`src/rtl/gpio_pkg.sv`:
```
// Shared GPIO definitions: register map offsets, default geometry and the
// edge-event encoding used by the input conditioning path.
package gpio_pkg;

  // GPIO AXI-Lite register offsets
  localparam logic [7:0] GPIO_OFF_DIR = 8'h00;
  localparam logic [7:0] GPIO_OFF_OUT = 8'h04;
  localparam logic [7:0] GPIO_OFF_IN  = 8'h08;

  // Default geometry
  localparam int GPIO_WIDTH_DEF       = 16;
  localparam int GPIO_SYNC_STAGES_DEF = 2;

  // Edge-event type
  typedef enum logic [0:0] {
    EV_RISE = 1'b0,
    EV_FALL = 1'b1
  } gpio_ev_e;

endpackage

```
`src/rtl/gpio_bit_filter.sv`:
```
// One GPIO input bit: synchronizer chain, optional debounce filter, and
// flop-driven rising/falling edge pulses.
// GPIO_DEBOUNCE_EN defined   : a new level is accepted only after it has been
//                              seen at the synchronizer output for DB_CYCLES
//                              consecutive cycles.
// GPIO_DEBOUNCE_EN undefined : the synchronized level is taken every cycle.
module gpio_bit_filter
  import gpio_pkg::*;
#(
  parameter int SYNC_STAGES = GPIO_SYNC_STAGES_DEF,
  parameter int DB_CNT_W    = 8,
  parameter int DB_CYCLES   = 4
) (
  input  logic aclk,
  input  logic aresetn,
  input  logic pad_in,
  output logic stable_o,
  output logic rise_o,
  output logic fall_o
);

  logic [SYNC_STAGES-1:0] sync_q;
  logic                   sync_out;
  logic                   stable;
  logic                   stable_d;

  // A debounce length the counter cannot reach would silently never accept.
  if ((SYNC_STAGES < 2) || (DB_CYCLES < 1) || (DB_CYCLES > (1 << DB_CNT_W) - 1)) begin : g_bad_cfg
    $error("gpio_bit_filter: illegal SYNC_STAGES/DB_CNT_W/DB_CYCLES combination");
  end

  // Plain shift chain: no logic between stages so every stage can resolve.
  always_ff @(posedge aclk) begin
    if (!aresetn) sync_q <= '0;
    else          sync_q <= {sync_q[SYNC_STAGES-2:0], pad_in};
  end

  assign sync_out = sync_q[SYNC_STAGES-1];

`ifdef GPIO_DEBOUNCE_EN
  localparam logic [DB_CNT_W-1:0] CNT_LAST = DB_CNT_W'(DB_CYCLES - 1);

  logic [DB_CNT_W-1:0] cnt;

  // Count consecutive mismatches; any agreement restarts the count.
  always_ff @(posedge aclk) begin
    if (!aresetn) begin
      cnt    <= '0;
      stable <= 1'b0;
    end else if (sync_out == stable) begin
      cnt    <= '0;
    end else if (cnt == CNT_LAST) begin
      stable <= sync_out;
      cnt    <= '0;
    end else begin
      cnt    <= cnt + 1'b1;
    end
  end
`else
  // No filtering: follow the synchronized level one cycle later.
  always_ff @(posedge aclk) begin
    if (!aresetn) stable <= 1'b0;
    else          stable <= sync_out;
  end
`endif

  // Previous accepted level, the reference for edge detection.
  always_ff @(posedge aclk) begin
    if (!aresetn) stable_d <= 1'b0;
    else          stable_d <= stable;
  end

  // Both terms come straight from flops, so the pulses are one clean cycle.
  assign stable_o = stable;
  assign rise_o   = stable & ~stable_d;
  assign fall_o   = ~stable & stable_d;

endmodule

```
`src/rtl/gpio_in_cond.sv`:
```
// GPIO input conditioning: per-pin synchronize/debounce/edge detect, pending
// event latches and a single level interrupt towards the CPU.
// Optional debounce filtering is selected with the GPIO_DEBOUNCE_EN macro.
//
// pend_clr is a one-cycle pulse per pin (the W1C write strobe from the
// register block). There is no handshake: a set and a clear landing in the
// same cycle resolve to set, so no event can be lost by a racing clear.
module gpio_in_cond
  import gpio_pkg::*;
#(
  parameter int WIDTH       = GPIO_WIDTH_DEF,
  parameter int SYNC_STAGES = GPIO_SYNC_STAGES_DEF,
  parameter int DB_CNT_W    = 8,
  parameter int DB_CYCLES   = 4
) (
  input  logic             aclk,
  input  logic             aresetn,
  input  logic [WIDTH-1:0] pad_in,
  input  logic [WIDTH-1:0] rise_en,
  input  logic [WIDTH-1:0] fall_en,
  input  logic [WIDTH-1:0] irq_mask,
  input  logic [WIDTH-1:0] pend_clr,
  output logic [WIDTH-1:0] gpio_in_o,
  output logic [WIDTH-1:0] rise_o,
  output logic [WIDTH-1:0] fall_o,
  output logic [WIDTH-1:0] pend_o,
  output logic             irq
);

  logic [WIDTH-1:0] ev_set;

  for (genvar i = 0; i < WIDTH; i++) begin : g_bit
    gpio_bit_filter #(
      .SYNC_STAGES (SYNC_STAGES),
      .DB_CNT_W    (DB_CNT_W),
      .DB_CYCLES   (DB_CYCLES)
    ) u_bit_filter (
      .aclk     (aclk),
      .aresetn  (aresetn),
      .pad_in   (pad_in[i]),
      .stable_o (gpio_in_o[i]),
      .rise_o   (rise_o[i]),
      .fall_o   (fall_o[i])
    );
  end

  assign ev_set = (rise_o & rise_en) | (fall_o & fall_en);

  // Sticky pending bits; a new event outranks a same-cycle clear.
  always_ff @(posedge aclk) begin
    if (!aresetn) pend_o <= '0;
    else          pend_o <= ev_set | (pend_o & ~pend_clr);
  end

  // Registered interrupt so the CPU line never sees combinational glitches.
  always_ff @(posedge aclk) begin
    if (!aresetn) irq <= 1'b0;
    else          irq <= |(pend_o & irq_mask);
  end

endmodule
```
`config.mk`:
```
export PLATFORM = sky130hd
export DESIGN_NAME = gpio_in_cond
export DESIGN_NICKNAME = d
export VERILOG_FILES = /design/src/rtl/gpio_pkg.sv /design/src/rtl/gpio_bit_filter.sv /design/src/rtl/gpio_in_cond.sv
export SDC_FILE = /design/constraint.sdc
export NUM_CORES = 1
export LEC_CHECK = 0
export ABC_AREA = 1
export CORE_MARGIN = 5
export CORE_UTILIZATION = 32
export CTS_CLUSTER_SIZE = 20
export DETAILED_ROUTE_END_ITERATION = 10
export MAX_ROUTING_LAYER = met4
export PLACE_DENSITY_LB_ADDON = 0.15
export SETUP_SLACK_MARGIN = 0.5
export SLEW_MARGIN = 20
export SYNTH_ARGS = -nofsm -noshare
export SYNTH_HDL_FRONTEND = slang
export SYNTH_SLANG_ARGS = --single-unit
```
`constraint.sdc`:
```
create_clock -name aclk -period 1.3 [get_ports aclk]
set_input_delay 0.26 -clock aclk [delete_from_list [all_inputs] [get_ports aclk]]
set_output_delay 0.26 -clock aclk [all_outputs]
set_load 0.02 [all_outputs]
```
# [Yosys cells after proc, flatten, opt, wreduce, memory -nomap -nowiden]
# Cells that the tools add are included.
[totals] wordCells=122 out_inout_bits=65 reg_bits=81
[classes] reduce_logical=1 bitwise=71
[ops] op="bitwise AND 16 bit" count=4
[ops] op="bitwise AND 1 bit" count=32
[ops] op="NOT 1 bit" count=32
[ops] op="OR 16 bit" count=2
[ops] op="NOT 16 bit" count=1
[ops] op="OR reduction 16 bit" count=1

# [Depth between registers and ports, before layout]
# Gate-level depths: netlist of the first run.
[logic_depth] depth_word=5 ltp_mapped=6

# [Cells and area by module]
# Synthesis of the first run repeated with hierarchy kept, for this count alone.
[unflattened] cells_unflattened=387 hier_area_um2=2857.7
[by_module_without_submodules] mod="gpio_bit_filter" area_each_um2=127.6 cells_each=16 instances=16
[by_module_without_submodules] mod="gpio_in_cond" area_each_um2=815.8 cells_each=131 instances=1

# [Worst setup path before layout of the first run]
# Ideal clock, no wire load.
[synth_timing] kind="register to output" from="register g_bit[0].u_bit_filter.stable" to="output rise_o[0]" arrival_ns=0.631 required_time_ns=1.040 n_path_buf=1 path_slack_ns=0.409 stages_incl_launch_ff=4 cell_sequence="dfxtp_1 inv_1 nor2_2 buf_4"
[synth_between] elab_chain_len=1
[synth_rtl] item="start: declaration" line="gpio_bit_filter.sv:24" source="logic stable;"
[synth_rtl] item="start signal: assignment" line="gpio_bit_filter.sv:63" source="else stable <= sync_out;"
[synth_rtl] item="bitwise AND 1 bit" line="gpio_bit_filter.sv:75" source="assign rise_o = stable & ~stable_d;"
[synth_rtl] item="end: declaration" line="gpio_in_cond.sv:24" source="output logic [WIDTH-1:0] rise_o,"
# No other way between the ends.

# [Final worst setup path of the first run]
[layout_timing] from="register g_bit[9].u_bit_filter.stable" to="output rise_o[9]"
[layout_between] elab_chain_len=1
[layout_rtl] item="start: declaration" line="gpio_bit_filter.sv:24"
[layout_rtl] item="start signal: assignment" line="gpio_bit_filter.sv:63"
[layout_rtl] item="bitwise AND 1 bit" line="gpio_bit_filter.sv:75"
# No other way between the ends.

==> results of run 1 <==
sequential cells by signal (all words and copies together) (netlist names):
| name | count |
|---|---|
| g_bit.u_bit_filter.sync_q | 32 |
| g_bit.u_bit_filter.stable_d | 16 |
| g_bit.u_bit_filter.stable_o | 16 |
| pend_o | 16 |
| irq | 1 |
area by class of cell:
class | count | share of cell area [%]
repair buffers | 212 | 36.1
well taps | 140 | 2.89
clock inverters | 4 | 0.888
clock buffers | 11 | 2.33
flip-flops and latches | 81 | 28.5
inverters | 129 | 8.37
multi-input cells | 192 | 20.9
layout by cell type, fill, tap and decap left out:
cell type	instances
nor2_4	31
dfxtp_2	31
nand2_4	12
clkdlybuf4s50_1	80
nand2_1	98
clkinvlp_4	2
nand2_2	28
buf_2	1
o211ai_2	16
buf_4	30
buf_12	2
dfxtp_4	18
dfxtp_1	32
nor2_1	2
bufinv_16	1
inv_1	97
clkbuf_1	1
nor2_2	5
inv_2	23
clkinv_4	1
buf_6	99
inv_4	9
clkbuf_8	10
report_power, final:
| part | switching [mW] | leakage (nW) | total [mW] | internal, mW |
|---|---|---|---|---|
| Combinational | 0.287 | 2.43 | 0.736 | 0.449 |
| Clock | 0.877 | 0.0916 | 1.81 | 0.934 |
| Sequential | 0.0546 | 0.691 | 2.59 | 2.54 |
stage by stage:
stage	instances	cell area (µm²)	worst slack, ns	power (mW)	setup TNS [ns]
3_3_place_gp	713	4930	-0.0684	3.27	-1.35
2_1_floorplan	459	3490	0.446	2.92	0
4_1_cts	759	5660	0.0197	5.20	0
5_1_grt	769	6060	-0.0287	5.44	-0.225
3_5_place_dp	713	4930	-0.0814	3.28	-1.66
6_report	769	6060	0.0411	5.14	0
kinds of logic (layout without fill, tap and decap cells):
family	Yosys count	in the layout	synth area share [%]
and+or+nand+nor	176	176	21.5
AOI/OAI and AO/OA	16	16	5.80
DFF	81	81	47.0
buffers and inverters	186	356	25.8
critical path, cell delays in order, from the launching register on:
cell	delay, ns
dfxtp_4	0.39
inv_4	0.04
nor2_4	0.11
buf_6	0.12
what timing repair did:
action,CTS,global route
hold endpoints to repair,0,0
resized for setup,482,97
pin swaps,29,27
endpoints found under the setup margin,82,82
buffers inserted,31,10
synth_stat cells (all sizes together):
library cell / instances
nand2: 138
inv: 129
dfxtp: 81
buf: 57
nor2: 38
o211ai: 16
metal layers:
| metal | vias up | share of wire [%] | global-route usage [%] |
|---|---|---|---|
| met5 | - | 0 | - |
| met3 | 5 | 6.3 | 3.61 |
| met2 | 70 | 54 | 22.0 |
| met1 | 1271 | 39 | 14.4 |
| met4 | 0 | 1.0 | 4.28 |
| li1 | 1569 | - | - |
how the worst min path moves through the flow:
stage               slack [ns]  depth (start not counted)                        startpoint                                to
floorplan                 0.36                          2                         pad_in[0]   g_bit[0].u_bit_filter.sync_q[0]
global placement          0.39                          2   g_bit[6].u_bit_filter.sync_q[0]   g_bit[6].u_bit_filter.sync_q[1]
detailed placement        0.39                          2  g_bit[10].u_bit_filter.sync_q[1]   g_bit[10].u_bit_filter.stable_o
CTS                       0.35                          4                           aresetn    g_bit[6].u_bit_filter.stable_o
global route              0.35                          4                           aresetn   g_bit[12].u_bit_filter.stable_o
finish                    0.37                          4                           aresetn  g_bit[14].u_bit_filter.sync_q[0]
==> metrics.cfg, run 1 <==
[outcome]
status=finished clean

[sta]
fin_crit_sh_pct=96.8
post-route-min-period_ns=1.26
whs_ns=0.366
final_hold_viol_count=0
slew_viol_final=0
rsz0062_at_grt=true
setup_viol=0
slew_headroom_pct=87.7
tightestPinTransition_ns=0.185
fmax_mhz=794
fin_skew_ns=0.00704

[drt]
firstDrtPassIters=4
detail-route-antenna-nets=0
vias=2915
wl_per_cell_um=10.5
routed_via_density=3.79
drc=0
drt_iter0_drc=55
routed_wl_um=8060

[synth]
synth.distinct_cells=9
synthTopCellsByArea=dfxtp_1 (47%), nand2_1 (15%), inv_1 (13%), buf_4 (10%), nor2_2 (5.8%)
synth_nets=541
synthesis.area_mm2=0.00345
ys_ff_latch=81
yosys.area.top_type=dfxtp_1
synth_area_per_cell_um2=7.52
ys_warn_count=0
synth_top_area_share_pct=47.0
yosysSeqAreaShare_pct=47.0
syn_inst=459

[placement]
port-buffer-count=146
place_congestion=0.767
dpl.hpwl_um=5630

[final_layout]
utilization_pct=56.6
multiInputGateArea_mm2=0.00127
area_growth_pct=75.5
n_antenna_cell=0
fill_cells=987
nNetsFinal=707
drive_gt1_share_pct=50.7
register_area_mm2=0.00173

[global_route]
grt_pass1_wl_um=13000
grt_use_total_pct=12.8
grt_max_degree=44
antenna_found_initial=0
grt_remaining_overflow=0
grt_pass1_vias=2870

[worst_setup_path]
crit_fanout=3
required_ns=1.04
crit_type=reg2out
r2r_start=g_bit[15].u_bit_filter.stable_o
r2r_slack_ns=0.13
worstPathArrival_ns=1.00
endpoint=rise_o[9]
reg2reg_depth=10
critPathLaunchType=flop
r2r_end=pend_o[15]
crit_start=g_bit[9].u_bit_filter.stable_o
end_kind=output pin

[clock_network]
htree_levels=3
clockBufferDepth=2
clock_latency_ns=0.34
cts_sinks=81
cts-root-buf=clkbuf_8
cts_tree=yes
cts_hold_buf=0
clk_pin_slew_ns=0.09
cts_buffers=9

[floorplan]
die_h_um=114
initial_utilization_pct=32.3
core_mm2=0.0107
die_x_um=114
die-area_mm2=0.0130
top_level_ports=147
rows=38

[pwr]
peakVddDrop_uv=496
p_leak_nw=3.22
pwr_density_cell_mw_per_mm2=848

[hold_path]
hold_path_class=in2reg

[flow_run]
cap_violations=0

No activity file was read; power rests on OpenSTA's default activity.
==> run 2: changes to the inputs <==
--- a/config.mk
+++ b/config.mk
@@ -6,7 +6,8 @@
 export NUM_CORES = 1
 export LEC_CHECK = 0
 export ABC_AREA = 1
-export CORE_MARGIN = 5
+export ABC_CLOCK_PERIOD_IN_PS = 1300
+export CORE_MARGIN = 3
 export CORE_UTILIZATION = 32
 export CTS_CLUSTER_SIZE = 20
 export DETAILED_ROUTE_END_ITERATION = 10
==> metrics.cfg, run 2 (synthesized netlist as in run 1, its figures left out) <==
[outcome]
status=finished clean

[floorplan]
rows=37
initial_utilization_pct=33.1
die_x_um=110
top_level_ports=147
die-area_mm2=0.0121
die_h_um=110
core_mm2=0.0104

[sta]
rsz0062_at_grt=true
tightestPinTransition_ns=0.266
fin_crit_sh_pct=97.3
final_hold_viol_count=0
slew_headroom_pct=82.3
fin_skew_ns=0.0106
setup_viol=0
post-route-min-period_ns=1.26
fin_ws_ns=0.0356
slew_viol_final=0
fmax_mhz=791

[final_layout]
layout_common_cells=buf_6 (114), inv_1 (97), nand2_1 (89)
mostFrequentLayoutCell=buf_6
fin_cells=768
fill_cells=932
area_growth_pct=78.4
top_register=g_bit.u_bit_filter.sync_q
drive_gt1_share_pct=52.5
n_antenna_cell=0
largest_reg_flops=32
register_area_mm2=0.00173
nNetsFinal=709
multiInputGateArea_mm2=0.00130

[pwr]
intPower_mw=3.99
netSwitchingPower_mw=1.22
clock_power_share_pct=35.7
pwr_density_cell_mw_per_mm2=846
p_leak_nw=3.23
swShare_pct=23.4
power_frac_comb_pct=14.5
peakVddDrop_uv=538
seqPwrFrac_pct=49.8

[global_route]
grt_pass1_vias=2799
grt_pass1_wl_um=12100
grt_use_total_pct=13.1
grt_max_degree=65
antenna_found_initial=0
grt_remaining_overflow=0

[clock_network]
clk_pin_slew_ns=0.08
cts_tree=yes
cts_sinks=81
htree_levels=3
cts_buffers=9
cts-root-buf=clkbuf_8
clockBufferDepth=2
clock_latency_ns=0.34

[placement]
pre_cts_ws_ns=-0.0899
dp.cells=709
place_congestion=0.730
dpl.hpwl_um=5320
port-buffer-count=146

[hold_path]
hp-start=aresetn
hold_path_class=in2reg
hold_depth=4
holdPathEnd=g_bit[13].u_bit_filter.stable_o

[worst_setup_path]
r2r_end=pend_o[7]
crit_type=reg2out
r2r_start=g_bit[7].u_bit_filter.stable_o
worstPathArrival_ns=1.00
end_kind=output pin
slowest_delay_ns=0.38
r2r_slack_ns=0.20
critPathLaunchType=flop
reg2reg_depth=9
timing.critical_path.slowest_stage_cell=dfxtp_4
required_ns=1.04
crit_fanout=4
crit_chain=inv_2 -> nor2_4 -> buf_6

[drt]
routed_wl_um=8050
routed_via_density=3.85
vias=2956
drt_iter0_drc=43
detail-route-antenna-nets=0
drc=0
firstDrtPassIters=2
wl_per_cell_um=10.5

[flow_run]
cap_violations=0

==> run 2: cell type report <==
type	count	share of cell area, %
tap	136	2.76
inverter	129	8.27
multi-input combinational	192	21.1
clock inverter	4	0.833
clock buffer	12	2.52
timing repair buffer	214	36.4
sequential	81	28.1
==> run 2: stage by stage <==
step	hold WS [ns]	power, mW	util [%]	TNS, ns	area (µm²)
after global placement	0.392	3.27	47.2	-1.44	4910
final	0.371	5.21	59.1	0	6160
after floorplan	0.358	2.92	-	0	3490
after global routing	0.369	5.48	59.1	-0.140	6160
after CTS	0.344	5.24	54.6	0	5690
after detailed placement	0.396	3.27	47.2	-1.74	4910
==> run 2: repair_timing <==
action / in CTS / in global routing
pin swaps: 26 / 34
setup buffers: 35 / 8
gates resized for setup: 481 / 126
hold buffers: 0 / 0
setup endpoints to repair: 82 / 82
==> run 2: worst max-delay path by stage <==
| stage | from | end | slack, ns |
|---|---|---|---|
| after floorplan | g_bit[0].u_bit_filter.stable_o | rise_o[0] | 0.45 |
| after global placement | g_bit[15].u_bit_filter.stable_d | fall_o[15] | -0.07 |
| after detailed placement | g_bit[15].u_bit_filter.stable_d | fall_o[15] | -0.09 |
| after CTS | g_bit[7].u_bit_filter.stable_d | fall_o[7] | 0.01 |
| after global routing | g_bit[2].u_bit_filter.stable_o | rise_o[2] | -0.02 |
| final | g_bit[3].u_bit_filter.stable_o | rise_o[3] | 0.04 |
==> run 2: routing by layer <==
metal / GRT usage, % / vias to the layer above / wire length (µm)
li1: - / 1578 / -
met1: 14.8 / 1292 / 3150
met2: 22.1 / 81 / 4200
met3: 3.41 / 5 / 637
met4: 5.08 / 0 / 61
met5: - / - / 0
==> run 2: critical path: cells and delay by family (launching register included) <==
family                 cells  cell delay, ns
AND/OR/NAND/NOR            1            0.12
flip-flops                 1            0.38
buffers and inverters      2            0.18
==> run 2: power groups by stage <==
stage                     Combinational, mW  Clock [mW]  Sequential (mW)
final                                 0.753        1.86             2.60
after global routing                  0.819        2.06             2.61
after CTS                             0.691        1.96             2.59
after detailed placement              0.607           0             2.67
after global placement                0.606           0             2.66
after floorplan                       0.245           0             2.67
